### src/rtl/input_map_pkg.sv
// Shared scancodes, joystick bit positions, key-register indices and direction helpers
// for the arcade input mapper.
package input_map_pkg;

   // Scancodes carry the E0-extended flag in bit 8.
   localparam logic [8:0] SC_P1_U   = 9'h175;
   localparam logic [8:0] SC_P1_D   = 9'h172;
   localparam logic [8:0] SC_P1_L   = 9'h16B;
   localparam logic [8:0] SC_P1_R   = 9'h174;
   localparam logic [8:0] SC_P1_F1  = 9'h014;
   localparam logic [8:0] SC_P1_F2  = 9'h011;
   localparam logic [8:0] SC_P1_ST  = 9'h016;
   localparam logic [8:0] SC_P1_ST2 = 9'h005;
   localparam logic [8:0] SC_P2_U   = 9'h02D;
   localparam logic [8:0] SC_P2_D   = 9'h02B;
   localparam logic [8:0] SC_P2_L   = 9'h023;
   localparam logic [8:0] SC_P2_R   = 9'h034;
   localparam logic [8:0] SC_P2_F1  = 9'h01C;
   localparam logic [8:0] SC_P2_F2  = 9'h01B;
   localparam logic [8:0] SC_P2_ST  = 9'h01E;
   localparam logic [8:0] SC_P2_ST2 = 9'h006;
   localparam logic [8:0] SC_COIN5  = 9'h02E;
   localparam logic [8:0] SC_COIN6  = 9'h036;

   localparam int JOY_R     = 0;
   localparam int JOY_L     = 1;
   localparam int JOY_D     = 2;
   localparam int JOY_U     = 3;
   localparam int JOY_FIRE1 = 4;
   localparam int JOY_FIRE2 = 5;
   localparam int JOY_START = 6;
   localparam int JOY_COIN  = 7;

   localparam int K_P1_U   = 0;
   localparam int K_P1_D   = 1;
   localparam int K_P1_L   = 2;
   localparam int K_P1_R   = 3;
   localparam int K_P1_F1  = 4;
   localparam int K_P1_F2  = 5;
   localparam int K_P1_ST  = 6;
   localparam int K_P1_ST2 = 7;
   localparam int K_P2_U   = 8;
   localparam int K_P2_D   = 9;
   localparam int K_P2_L   = 10;
   localparam int K_P2_R   = 11;
   localparam int K_P2_F1  = 12;
   localparam int K_P2_F2  = 13;
   localparam int K_P2_ST  = 14;
   localparam int K_P2_ST2 = 15;
   localparam int K_COIN5  = 16;
   localparam int K_COIN6  = 17;
   localparam int KEY_NUM  = 18;

   typedef enum logic [1:0] {
      ROT_NONE  = 2'd0,
      ROT_CW90  = 2'd1,
      ROT_180   = 2'd2,
      ROT_CCW90 = 2'd3
   } rot_e;

   typedef enum logic [1:0] {
      COIN_IDLE = 2'd0,
      COIN_HIGH = 2'd1,
      COIN_GAP  = 2'd2
   } coin_state_e;

   typedef struct packed {
      logic u;
      logic d;
      logic l;
      logic r;
   } dir_t;

   function automatic logic [KEY_NUM-1:0] key_onehot(input logic [8:0] code);
      logic [KEY_NUM-1:0] v;
      v = '0;
      case (code)
         SC_P1_U:   v[K_P1_U]   = 1'b1;
         SC_P1_D:   v[K_P1_D]   = 1'b1;
         SC_P1_L:   v[K_P1_L]   = 1'b1;
         SC_P1_R:   v[K_P1_R]   = 1'b1;
         SC_P1_F1:  v[K_P1_F1]  = 1'b1;
         SC_P1_F2:  v[K_P1_F2]  = 1'b1;
         SC_P1_ST:  v[K_P1_ST]  = 1'b1;
         SC_P1_ST2: v[K_P1_ST2] = 1'b1;
         SC_P2_U:   v[K_P2_U]   = 1'b1;
         SC_P2_D:   v[K_P2_D]   = 1'b1;
         SC_P2_L:   v[K_P2_L]   = 1'b1;
         SC_P2_R:   v[K_P2_R]   = 1'b1;
         SC_P2_F1:  v[K_P2_F1]  = 1'b1;
         SC_P2_F2:  v[K_P2_F2]  = 1'b1;
         SC_P2_ST:  v[K_P2_ST]  = 1'b1;
         SC_P2_ST2: v[K_P2_ST2] = 1'b1;
         SC_COIN5:  v[K_COIN5]  = 1'b1;
         SC_COIN6:  v[K_COIN6]  = 1'b1;
         default:   v = '0;
      endcase
      return v;
   endfunction

   function automatic dir_t rotate_dir(input dir_t din, input rot_e rot);
      dir_t o;
      case (rot)
         ROT_CW90: begin
            o.u = din.l; o.d = din.r; o.l = din.d; o.r = din.u;
         end
         ROT_180: begin
            o.u = din.d; o.d = din.u; o.l = din.r; o.r = din.l;
         end
         ROT_CCW90: begin
            o.u = din.r; o.d = din.l; o.l = din.u; o.r = din.d;
         end
         default: o = din;
      endcase
      return o;
   endfunction

endpackage

### src/rtl/coin_pulse.sv
// Coin pulse generator: a request rising edge in IDLE gives COIN_HI CE ticks of coin,
// then COIN_LO ticks of lock-out; edges arriving during the pulse or lock-out are dropped.
module coin_pulse
   import input_map_pkg::*;
#(
   parameter int COIN_HI = 6,
   parameter int COIN_LO = 6
)
(
   input  logic i_clk,
   input  logic i_rst,
   input  logic i_ce,
   input  logic i_req,
   output logic o_coin
);

   localparam int HI_EFF  = (COIN_HI < 1) ? 1 : COIN_HI;
   localparam int LO_EFF  = (COIN_LO < 1) ? 1 : COIN_LO;
   localparam int CNT_MAX = (HI_EFF > LO_EFF) ? HI_EFF : LO_EFF;
   localparam int CNT_W   = $clog2(CNT_MAX + 1);
   localparam logic [CNT_W-1:0] HI_LAST = CNT_W'(HI_EFF - 1);
   localparam logic [CNT_W-1:0] LO_LAST = CNT_W'(LO_EFF - 1);

   coin_state_e      r_state;
   logic [CNT_W-1:0] r_cnt;
   logic             r_req_d;
   logic             r_coin;

   always_ff @(posedge i_clk or posedge i_rst) begin
      if (i_rst) begin
         r_state <= COIN_IDLE;
         r_cnt   <= '0;
         r_req_d <= 1'b0;
         r_coin  <= 1'b0;
      end else begin
         r_req_d <= i_req;
         case (r_state)
            COIN_IDLE: begin
               if (i_req && !r_req_d) begin
                  r_state <= COIN_HIGH;
                  r_cnt   <= '0;
                  r_coin  <= 1'b1;
               end
            end
            COIN_HIGH: begin
               if (i_ce) begin
                  if (r_cnt == HI_LAST) begin
                     r_state <= COIN_GAP;
                     r_cnt   <= '0;
                     r_coin  <= 1'b0;
                  end else begin
                     r_cnt <= r_cnt + 1'b1;
                  end
               end
            end
            COIN_GAP: begin
               if (i_ce) begin
                  if (r_cnt == LO_LAST) begin
                     r_state <= COIN_IDLE;
                     r_cnt   <= '0;
                  end else begin
                     r_cnt <= r_cnt + 1'b1;
                  end
               end
            end
            default: begin
               r_state <= COIN_IDLE;
               r_cnt   <= '0;
               r_coin  <= 1'b0;
            end
         endcase
      end
   end

   assign o_coin = r_coin;

endmodule

### src/rtl/arcade_input_mapper.sv
// PS/2 + joystick front-end: held-key decode, joystick merge, rotation, coin pulse; outputs one CLK
// after input. Optional per-player fire1 autofire is built only when INPUT_AUTOFIRE_EN is defined.
module arcade_input_mapper
   import input_map_pkg::*;
#(
   parameter int PLAYERS        = 2,
   parameter int COIN_HI        = 6,
   parameter int COIN_LO        = 6,
   parameter int AUTOFIRE_TICKS = 4
)
(
   input  logic                   CLK,
   input  logic                   RESET,
   input  logic                   CE,
   input  logic [64:0]            ps2_key,
   input  logic [16*PLAYERS-1:0]  joystick,
   input  logic                   merge_joy,
   input  logic [1:0]             rotate,
   input  logic [PLAYERS-1:0]     autofire,
   output logic [4*PLAYERS-1:0]   dir,
   output logic [2*PLAYERS-1:0]   fire,
   output logic [PLAYERS-1:0]     start,
   output logic                   coin
);

   logic               r_armed;
   logic               r_evt_tgl;
   logic [KEY_NUM-1:0] r_keys;
   logic [KEY_NUM-1:0] w_keys_nxt;
   logic [KEY_NUM-1:0] w_key_hit;
   logic               w_evt;
   logic               w_release;
   logic               w_ext;
   logic               w_valid;
   logic [8:0]         w_code;

   logic [7:0]         w_kb_p1;
   logic [7:0]         w_kb_p2;
   logic [7:0]         w_joy_or;
   logic [7:0]         w_raw [PLAYERS];
   logic [PLAYERS-1:0] w_fire1;
   logic               w_coin_req;
   logic               w_coin;
   logic               w_unused_joy;

   logic [4*PLAYERS-1:0] r_dir;
   logic [2*PLAYERS-1:0] r_fire;
   logic [PLAYERS-1:0]   r_start;

   // r_armed swallows the first cycle after reset so a toggle bit left set by a
   // pre-reset event is not replayed as a fresh make.
   always_ff @(posedge CLK or posedge RESET) begin
      if (RESET) begin
         r_armed   <= 1'b0;
         r_evt_tgl <= 1'b0;
         r_keys    <= '0;
      end else begin
         r_armed   <= 1'b1;
         r_evt_tgl <= ps2_key[64];
         r_keys    <= w_keys_nxt;
      end
   end

   assign w_evt     = r_armed & (ps2_key[64] ^ r_evt_tgl);
   assign w_release = (ps2_key[15:8] == 8'hF0);
   assign w_ext     = w_release ? (ps2_key[23:16] == 8'hE0) : (ps2_key[15:8] == 8'hE0);
   assign w_code    = {w_ext, ps2_key[7:0]};
   assign w_valid   = w_evt & (ps2_key[63:24] == 40'd0);
   assign w_key_hit = key_onehot(w_code);

   always_comb begin
      w_keys_nxt = r_keys;
      if (w_valid) begin
         w_keys_nxt = w_release ? (r_keys & ~w_key_hit) : (r_keys | w_key_hit);
      end
   end

   always_comb begin
      w_kb_p1            = '0;
      w_kb_p1[JOY_R]     = w_keys_nxt[K_P1_R];
      w_kb_p1[JOY_L]     = w_keys_nxt[K_P1_L];
      w_kb_p1[JOY_D]     = w_keys_nxt[K_P1_D];
      w_kb_p1[JOY_U]     = w_keys_nxt[K_P1_U];
      w_kb_p1[JOY_FIRE1] = w_keys_nxt[K_P1_F1];
      w_kb_p1[JOY_FIRE2] = w_keys_nxt[K_P1_F2];
      w_kb_p1[JOY_START] = w_keys_nxt[K_P1_ST] | w_keys_nxt[K_P1_ST2];
      w_kb_p2            = '0;
      w_kb_p2[JOY_R]     = w_keys_nxt[K_P2_R];
      w_kb_p2[JOY_L]     = w_keys_nxt[K_P2_L];
      w_kb_p2[JOY_D]     = w_keys_nxt[K_P2_D];
      w_kb_p2[JOY_U]     = w_keys_nxt[K_P2_U];
      w_kb_p2[JOY_FIRE1] = w_keys_nxt[K_P2_F1];
      w_kb_p2[JOY_FIRE2] = w_keys_nxt[K_P2_F2];
      w_kb_p2[JOY_START] = w_keys_nxt[K_P2_ST] | w_keys_nxt[K_P2_ST2];
   end

   always_comb begin
      w_joy_or     = '0;
      w_unused_joy = 1'b0;
      for (int n = 0; n < PLAYERS; n++) begin
         w_joy_or     = w_joy_or | joystick[16*n +: 8];
         w_unused_joy = w_unused_joy ^ (^joystick[16*n+8 +: 8]);
      end
      for (int n = 0; n < PLAYERS; n++) begin
         w_raw[n] = joystick[16*n +: 8];
         if (n == 0) begin
            w_raw[n] = w_raw[n] | w_kb_p1 | (merge_joy ? w_joy_or : 8'd0);
         end else if (n == 1) begin
            w_raw[n] = w_raw[n] | w_kb_p2;
         end
      end
   end

`ifdef INPUT_AUTOFIRE_EN
   localparam int AF_EFF = (AUTOFIRE_TICKS < 1) ? 1 : AUTOFIRE_TICKS;
   localparam int AF_W   = $clog2(AF_EFF + 1);
   localparam logic [AF_W-1:0] AF_LAST = AF_W'(AF_EFF - 1);

   logic [AF_W-1:0]    r_af_cnt [PLAYERS];
   logic [PLAYERS-1:0] r_af_phase;

   // Phase idles high so a fresh press fires immediately.
   always_ff @(posedge CLK or posedge RESET) begin
      if (RESET) begin
         for (int n = 0; n < PLAYERS; n++) begin
            r_af_cnt[n] <= '0;
         end
         r_af_phase <= '1;
      end else begin
         for (int n = 0; n < PLAYERS; n++) begin
            if (!w_raw[n][JOY_FIRE1]) begin
               r_af_cnt[n]   <= '0;
               r_af_phase[n] <= 1'b1;
            end else if (CE) begin
               if (r_af_cnt[n] == AF_LAST) begin
                  r_af_cnt[n]   <= '0;
                  r_af_phase[n] <= ~r_af_phase[n];
               end else begin
                  r_af_cnt[n] <= r_af_cnt[n] + 1'b1;
               end
            end
         end
      end
   end

   always_comb begin
      for (int n = 0; n < PLAYERS; n++) begin
         w_fire1[n] = w_raw[n][JOY_FIRE1] & (~autofire[n] | r_af_phase[n]);
      end
   end
`else
   logic w_unused_af;
   assign w_unused_af = ^autofire;

   always_comb begin
      for (int n = 0; n < PLAYERS; n++) begin
         w_fire1[n] = w_raw[n][JOY_FIRE1];
      end
   end
`endif

   always_ff @(posedge CLK or posedge RESET) begin
      if (RESET) begin
         r_dir   <= '0;
         r_fire  <= '0;
         r_start <= '0;
      end else begin
         for (int n = 0; n < PLAYERS; n++) begin
            r_dir[4*n +: 4]  <= rotate_dir(dir_t'(w_raw[n][3:0]), rot_e'(rotate));
            r_fire[2*n +: 2] <= {w_raw[n][JOY_FIRE2], w_fire1[n]};
            r_start[n]       <= w_raw[n][JOY_START];
         end
      end
   end

   always_comb begin
      w_coin_req = w_keys_nxt[K_COIN5] | w_keys_nxt[K_COIN6];
      for (int n = 0; n < PLAYERS; n++) begin
         w_coin_req = w_coin_req | w_raw[n][JOY_COIN];
      end
   end

   coin_pulse #(
      .COIN_HI (COIN_HI),
      .COIN_LO (COIN_LO)
   ) u_coin_pulse (
      .i_clk  (CLK),
      .i_rst  (RESET),
      .i_ce   (CE),
      .i_req  (w_coin_req),
      .o_coin (w_coin)
   );

   assign dir   = r_dir;
   assign fire  = r_fire;
   assign start = r_start;
   assign coin  = w_coin;

endmodule

### config.mk
export PLATFORM = sky130hd
export DESIGN_NAME = arcade_input_mapper
export DESIGN_NICKNAME = d
export VERILOG_FILES = /design/src/rtl/input_map_pkg.sv /design/src/rtl/coin_pulse.sv /design/src/rtl/arcade_input_mapper.sv
export SDC_FILE = /design/constraint.sdc
export NUM_CORES = 1
export LEC_CHECK = 0
export ABC_AREA = 1
export BUFFER_PORTS_ARGS = -buffer_cell sky130_fd_sc_hd__buf_4
export CAP_MARGIN = 25
export CORE_UTILIZATION = 44
export CTS_CLUSTER_DIAMETER = 150
export DETAILED_ROUTE_END_ITERATION = 16
export GPL_ROUTABILITY_DRIVEN = 1
export GPL_TIMING_DRIVEN = 0
export PLACE_DENSITY = 0.9
export REMOVE_ABC_BUFFERS = 1
export SETUP_SLACK_MARGIN = 0.5
export SYNTH_ARGS = -nofsm -noshare
export SYNTH_HDL_FRONTEND = slang
export SYNTH_HIERARCHICAL = 1
export SYNTH_SLANG_ARGS = --single-unit
### constraint.sdc
create_clock -name CLK -period 1.7 [get_ports CLK]
set_input_delay 0 -clock CLK [delete_from_list [all_inputs] [get_ports CLK]]
set_output_delay 0 -clock CLK [all_outputs]
set_load 0.01 [all_outputs]
==> metrics.txt, run 1 <==
Final Setup Violations=6; Core Region=0.00603 mm²; clock share of power=27.8%; Post-Syn Area=about 0.0028 mm²; pin count of the biggest net entering global routing=24; #FFs+latches synth=41; H-tree levels=2; Seq pwr share=38.2%; antenna violations before repair=0; critical-path maximum fanout=7; total gr overflow=0; Post-synth EDFFs=0; I/O Buffers=~100; first-pass iteration count of the detailed router=5; Die Y=81.8 µm; leakage=around 2.2 nW; Max Slew Vio Count=0; Hold Path End=fire[1]; critical path type=flip-flop to flip-flop; cells taking the most area after synthesis=dfrtp_1 37%, nand2_1 22%, nor2_1 8.7%; largest family of logic cells by synthesized area=simple AND/OR/NAND/NOR gates; Setup WS post-layout=-0.199 ns; Layout Nets=656; clk_lat worst skew=0.31 ns; most common cell after layout, fill and taps aside=nand2_1; CP required=1.90 ns; final worst path period share=112%; pwr/cell area=727 mW/mm²; FF-to-FF Start=r_evt_tgl; status=complete, but fails checks; final hold slack=0.0345 ns; Psw=around 1 mW; Max clock buf depth=2; asr flop ratio synth=100%; # IOs=120; Sw Ratio=33.4%; total track usage=24.7%; vias per cell=5.38; row count=28; slowest CP cell=dfrtp_1; Reg2Reg Capture Point=u_coin_pulse/r_cnt[1]; top cell type's share of synthesized area=a little over a third; Power, Total=3.00 mW; Worst-path clk slew=0.08 ns; measured slew at the worst slew-check pin=0.599 ns; post-synthesis compound-gate area fraction=between 3 and 4%; Reg2Reg Depth=11; RSZ-0062 raised after global routing=yes; IR drop worst, VDD=0.000799 V; hold path startpoint=merge_joy; Synth Area in Simple Gates=around half; Initial DRC Count=228; crit path cell chain=xnor2_2 -> nor2_2 -> nand3_4 -> nand2_4 -> nand2_4 -> nor3_4 -> nand3_2 -> nand2_2 -> nand2_4 -> nand4_1 -> nand2_1; post-synthesis sequential area ratio=36.6%; Root Buffer=clkbuf_8; failing checks=negative setup slack; setup TNS=-0.954 ns; worst hold path depth=3; Ys Warns=6; # Max-Cap Violations=0; routability cong.=between 0.8 and 0.9; Hold Path Class=primary input to flip-flop; first-pass GRT wire length=~13000 µm; startpoint types=flip-flop; post-synthesis mux area share=0%; TritonCTS Sinks=41; share of cells above drive strength 1=32.5%; XOR/XNOR share of the synthesized area=0.313%; Syn Inst Count=420; combinational power share=34.0%; Worst path most repeated cell=nand2_4; Slew HR=60.0%; number of global-route vias before repair=3103; Layout area overhead=47.0%; Post-Synth Adder-Cell Area=under 10%; placed wire-length estimate=5660 µm; post-layout min period=1.90 ns; # diodes=0; Yosys cell types=29; critical path's largest stage delay=approximately 0.41 ns; Avg Inst Size Synth=6.67 µm²; Hold Fails Final Rpt=0; Initial Utilization=46.5%; Post-route DRC=0; Top FF cell, synth=dfrtp_1; worst path arrival time=2.10 ns; post-route ant nets=0; # fillers=456; vias=about 3300; full die area=0.00669 mm²; Pint=2.00 mW; Placement Setup Slack=-0.380 ns; Clock Skew=0.0111 ns; cell taking the most area after synthesis=dfrtp_1; flop-to-flop setup slack=-0.20 ns; fmax=0.527 GHz; total wire length=8990 µm; TritonCTS clock tree=done; CTS buffer count=5; element type at the critical path end=flip-flop; die width=81.8 µm; most frequent cells in the layout=145 x nand2_1, 104 x buf_4, 62 x nor2_1, 41 x dfrtp_1, 34 x inv_1; WL per Instance=14.4 µm
## sequential cells by signal (all words and copies together) (netlist names)
| name | flops |
|---|---|
| r_armed | 1 |
| u_coin_pulse/r_state | 2 |
| dir | 8 |
| start | 2 |
| u_coin_pulse/o_coin | 1 |
| r_keys | 18 |
| u_coin_pulse/r_cnt | 3 |
| fire | 4 |
| u_coin_pulse/r_req_d | 1 |
| r_evt_tgl | 1 |
## per-layer routing
layer | track usage (%) | vias up | share of wire, %
met1 | 25.2 | 1545 | 36
li1 | - | 1589 | -
met3 | 4.89 | 35 | 7.4
met4 | 8.25 | 0 | 3.7
met5 | 0 | - | 0
met2 | 48.9 | 180 | 53
## worst max-delay path by stage
stage	startpoint	to	slack, ns	depth (start not counted)
CTS	r_evt_tgl	u_coin_pulse/r_cnt[0]	-0.03	12
global route	r_evt_tgl	u_coin_pulse/r_cnt[0]	-0.27	12
global placement	r_evt_tgl	u_coin_pulse/r_cnt[2]	-0.34	13
finish	r_evt_tgl	u_coin_pulse/r_cnt[1]	-0.20	11
floorplan	r_evt_tgl	u_coin_pulse/r_cnt[1]	-0.06	13
detailed placement	r_evt_tgl	u_coin_pulse/r_cnt[2]	-0.38	13
## critical path, delay by kind of cell, from the launching register on
kind          cells  cell delay, ns
simple gates     10            1.23
flops             1            0.41
xor+xnor          1            0.15
## area by class of cell
type	instances	area [µm²]	area share, %
Multi-Input combinational cell	338	1720	41.9
Sequential cell	41	1030	24.9
Timing Repair Buffer	123	1000	24.3
Inverter	38	156	3.80
Tap cell	75	93.8	2.28
Clock buffer	7	86.3	2.10
Clock inverter	1	30.0	0.729
## cells by family (layout without fill, tap and decap cells)
kind of cell | Yosys count | count (layout)
flops | 41 | 41
other cells | 1 | 1
buf+inv | 41 | 169
compound gates | 19 | 19
xor+xnor | 1 | 1
fa+ha+maj | 4 | 4
simple gates | 313 | 313
## per-stage QoR
| stage | cell area [µm²] | std cells | utilization, % |
|---|---|---|---|
| global placement | 3610 | 593 | 59.9 |
| floorplan | 2760 | 417 | - |
| finish | 4120 | 623 | 68.4 |
| global route | 4120 | 623 | 68.4 |
| detailed placement | 3640 | 594 | 60.4 |
| CTS | 3950 | 618 | 65.5 |
## power groups by stage
stage               clock, mW  combinational (mW)  sequential [mW]
floorplan                   0               0.498             1.16
global placement            0               0.821             1.15
detailed placement          0               0.874             1.15
CTS                     0.827               0.933             1.13
global route            0.873                1.11             1.15
finish                  0.833                1.02             1.14
## Yosys cell counts (3+ instances only)
| cell type | count |
|---|---|
| dfrtp_1 | 41 |
| nand2_2 | 8 |
| nand4_1 | 17 |
| ha_1 | 4 |
| nand2_4 | 3 |
| o21ai_0 | 7 |
| a21oi_1 | 7 |
| inv_1 | 34 |
| nand3_1 | 27 |
| nand3_2 | 7 |
| nor4_1 | 8 |
| nor3_1 | 3 |
| nor2_1 | 65 |
| nand2_1 | 163 |
| a21o_1 | 3 |
| or2_1 | 3 |
| nor2_2 | 4 |
## what timing repair did
action	4_1_cts	5_1_grt
pin swaps	8	12
hold buffers	10	0
gates resized for setup	12	36
setup buffers	6	5
endpoints found under the setup margin	39	39
hold endpoints to repair	26	0
(Power assumes the default switching activity.)
==> run 2: changes to the inputs <==
--- a/config.mk
+++ b/config.mk
@@ -13,7 +13,7 @@
 export DETAILED_ROUTE_END_ITERATION = 16
 export GPL_ROUTABILITY_DRIVEN = 1
 export GPL_TIMING_DRIVEN = 0
-export PLACE_DENSITY = 0.9
+export PLACE_DENSITY = 0.77
 export REMOVE_ABC_BUFFERS = 1
 export SETUP_SLACK_MARGIN = 0.5
 export SYNTH_ARGS = -nofsm -noshare
==> run 2 against run 1 <==
  * The run still ends with negative setup slack left
  * Via count decreased by 4.4%
  * Sequential power about the same
  * Non-clock buffer count decreased by 1
  * Clock-buffer cell count unchanged
  * Die area unchanged
  * Critical path depth increased by 1
  * Sequential share of layout area decreased by 0.78 points
  * Hold slack improved by 0.0088 ns
  * Clock power decreased by 15%
  * Maximum frequency increased by 7.2%
  * Clock skew increased by 0.00069 ns
  * Core utilization increased by 2.2 points
  * Critical path type unchanged
==> metrics.txt, run 2 (synthesis gave the netlist of run 1 again) <==
Hold Fails Final Rpt=0 (unchanged); vias per cell=5.15 (was 5.38); Max Slew Vio Count=0 (unchanged); first-pass GRT wire length=13000 µm (was 12800 µm); # diodes=0 (unchanged); worst path arrival time=2.00 ns (was 2.10 ns); # Max-Cap Violations=0 (unchanged); slowest CP cell=dfrtp_1 (unchanged); Psw=929 µW (was 1.00 mW); Final Util=70.6% (was 68.4%); non-filler cells, final=622 (was 623); element type at the critical path end=flip-flop (unchanged); share of cells above drive strength 1=36.7% (was 32.5%); Sw Ratio=33.0% (was 33.4%); area of the multi-input gates=0.00185 mm² (was 0.00172 mm²); row count=28 (unchanged); leakage=2.27 nW (was 2.16 nW); measured slew at the worst slew-check pin=0.621 ns (was 0.599 ns); first-pass iteration count of the detailed router=4 (was 5); post-layout min period=1.77 ns (was 1.90 ns); max FFs per register=18 (unchanged); full die area=0.00669 mm² (unchanged); Power, Total=2.81 mW (was 3.00 mW); # fillers=471 (was 456); Post-route DRC=0 (unchanged); most frequent cells in the layout=127 x nand2_1, 104 x buf_4, 63 x nor2_1, 41 x dfrtp_1, 32 x inv_1 (was 145 x nand2_1, 104 x buf_4, 62 x nor2_1, 41 x dfrtp_1, 34 x inv_1); H-tree levels=2 (unchanged); IR drop worst, VDD=0.000628 V (was 0.000799 V); Initial DRC Count=138 (was 228); setup TNS=-0.371 ns (was -0.954 ns); Layout area overhead=51.8% (was 47.0%); most common cell after layout, fill and taps aside=nand2_1 (unchanged); Most flops, register=r_keys (unchanged); Hold Path Class=primary input to flip-flop (unchanged); critical path's largest stage delay=0.40 ns (was 0.41 ns); Placed Cells=594 (unchanged); Max clock buf depth=2 (unchanged); RSZ-0062 raised after global routing=yes (unchanged); die width=81.8 µm (unchanged); final worst path period share=104% (was 112%); CP required=1.93 ns (was 1.90 ns); Pint=1.88 mW (was 2.00 mW); post-route ant nets=0 (unchanged); vias=3202 (was 3349); startpoint types=flip-flop (unchanged); Core Region=0.00603 mm² (unchanged); placed wire-length estimate=5760 µm (was 5660 µm); clock share of power=25.2% (was 27.8%); antenna violations before repair=0 (unchanged); TritonCTS clock tree=done (unchanged); CP bufs+invs=0 (unchanged); TritonCTS Sinks=41 (unchanged); failing checks=negative setup slack (unchanged); total gr overflow=0 (unchanged); critical path type=flip-flop to flip-flop (unchanged); number of global-route vias before repair=3022 (was 3103); design area=0.00425 mm² (was 0.00412 mm²); combinational power share=34.4% (was 34.0%); pin count of the biggest net entering global routing=23 (was 24); routability cong.=0.850 (was 0.860); clk_lat worst skew=0.30 ns (was 0.31 ns); total wire length=8250 µm (was 8990 µm); Worst-path clk slew=0.08 ns (about the same); critical-path maximum fanout=7 (unchanged); pwr/cell area=661 mW/mm² (was 727 mW/mm²); Root Buffer=clkbuf_8 (unchanged); Final Setup Violations=9 (was 6); CP top delay family=simple AND/OR/NAND/NOR gates (unchanged); fmax=0.565 GHz (was 0.527 GHz); Die Y=81.8 µm (unchanged); Initial Utilization=46.5% (unchanged); Layout Nets=655 (was 656); Placement Setup Slack=-0.414 ns (was -0.380 ns); placed inst area=0.00364 mm² (unchanged); Sequential cell area=0.00103 mm² (unchanged); Seq pwr share=40.4% (was 38.2%); status=complete, but fails checks (unchanged); total track usage=25.1% (was 24.7%); CTS buffer count=5 (unchanged); final hold slack=0.0433 ns (was 0.0345 ns); I/O Buffers=101 (unchanged); Clock Skew=0.0117 ns (was 0.0111 ns); Setup WS post-layout=-0.0711 ns (was -0.199 ns); # IOs=120 (unchanged); Worst path most repeated cell=nand2_2 (was nand2_4); Slew HR=58.4% (was 60.0%); crit path cell chain=xnor2_2 -> nor2_2 -> nand3_4 -> nand2_2 -> nand2_2 -> nor3_2 -> nand3_1 -> nand2_2 -> nand2_4 -> nand2_2 -> nand2_1 -> o21ai_1 (was xnor2_2 -> nor2_2 -> nand3_4 -> nand2_4 -> nand2_4 -> nor3_4 -> nand3_2 -> nand2_2 -> nand2_4 -> nand4_1 -> nand2_1); WL per Instance=13.3 µm (was 14.4 µm)
==> run 2: cell types whose count changed in the layout (fill, tap and decap cells not counted), moves of 2 or more <==
cell / change
nand2_2: +14
nand3_1: -2
inv_2: +2
nand2_1: -18
nand3_2: -6
nand2_4: +4
nand3_4: +8
dlygate4sd3_1: -2
buf_12: +2
inv_1: -2
==> run 2: power groups by stage <==
| stage | Sequential (mW) | Clock (mW) | Combinational (mW) |
|---|---|---|---|
| global placement | 1.15 | 0 | 0.826 |
| finish | 1.13 | 0.709 | 0.968 |
| CTS | 1.13 | 0.713 | 0.944 |
| detailed placement | 1.15 | 0 | 0.879 |
| floorplan | 1.16 | 0 | 0.498 |
| global route | 1.15 | 0.755 | 1.09 |
==> run 2: per-layer routing <==
layer,vias up,share of wire [%],wire length [µm],GRT usage (%)
li1,1596,-,-,-
met1,1474,40,3310,28.8
met2,114,53,4400,47.6
met3,18,4.9,400,4.00
met4,0,1.7,139,6.84
met5,-,0,0,0
==> run 2: final cells by class <==
cell class	instances	area share [%]
repair buffers	122	24.1
inverters	38	3.68
well taps	75	2.21
multi-input cells	338	43.5
clock inverters	1	0.118
flip-flops and latches	41	24.1
clock buffers	7	2.27
==> run 2: final timing paths <==
kind                                     start  slack [ns]  depth (start not counted)               endpoint
max                                  r_evt_tgl       -0.07                         12  u_coin_pulse/r_cnt[0]
min                                  merge_joy        0.04                          3                fire[0]
max reg2reg                          r_evt_tgl       -0.07                         12  u_coin_pulse/r_cnt[0]
min reg2reg                u_coin_pulse/o_coin        0.48                          2    u_coin_pulse/o_coin
max in group asynchronous                RESET        0.82                          4              r_evt_tgl
min in group asynchronous                RESET        0.20                          3  u_coin_pulse/r_cnt[2]
==> run 2: worst reg2reg max path: cells and delay by family, from the launching register on <==
family	cells	cell delay [ns]
xor gates and xnor gates	1	0.15
DFF	1	0.40
AOI/OAI and AO/OA	1	0.07
and+or+nand+nor	10	1.09
==> run 2: timing repair <==
item,CTS,global route
setup endpoints to repair,39,39
buffers inserted,8,3
gates resized for setup,48,36
gates cloned,1,0
endpoints found under the hold margin,26,0
hold buffers,8,0
pin swaps,11,14
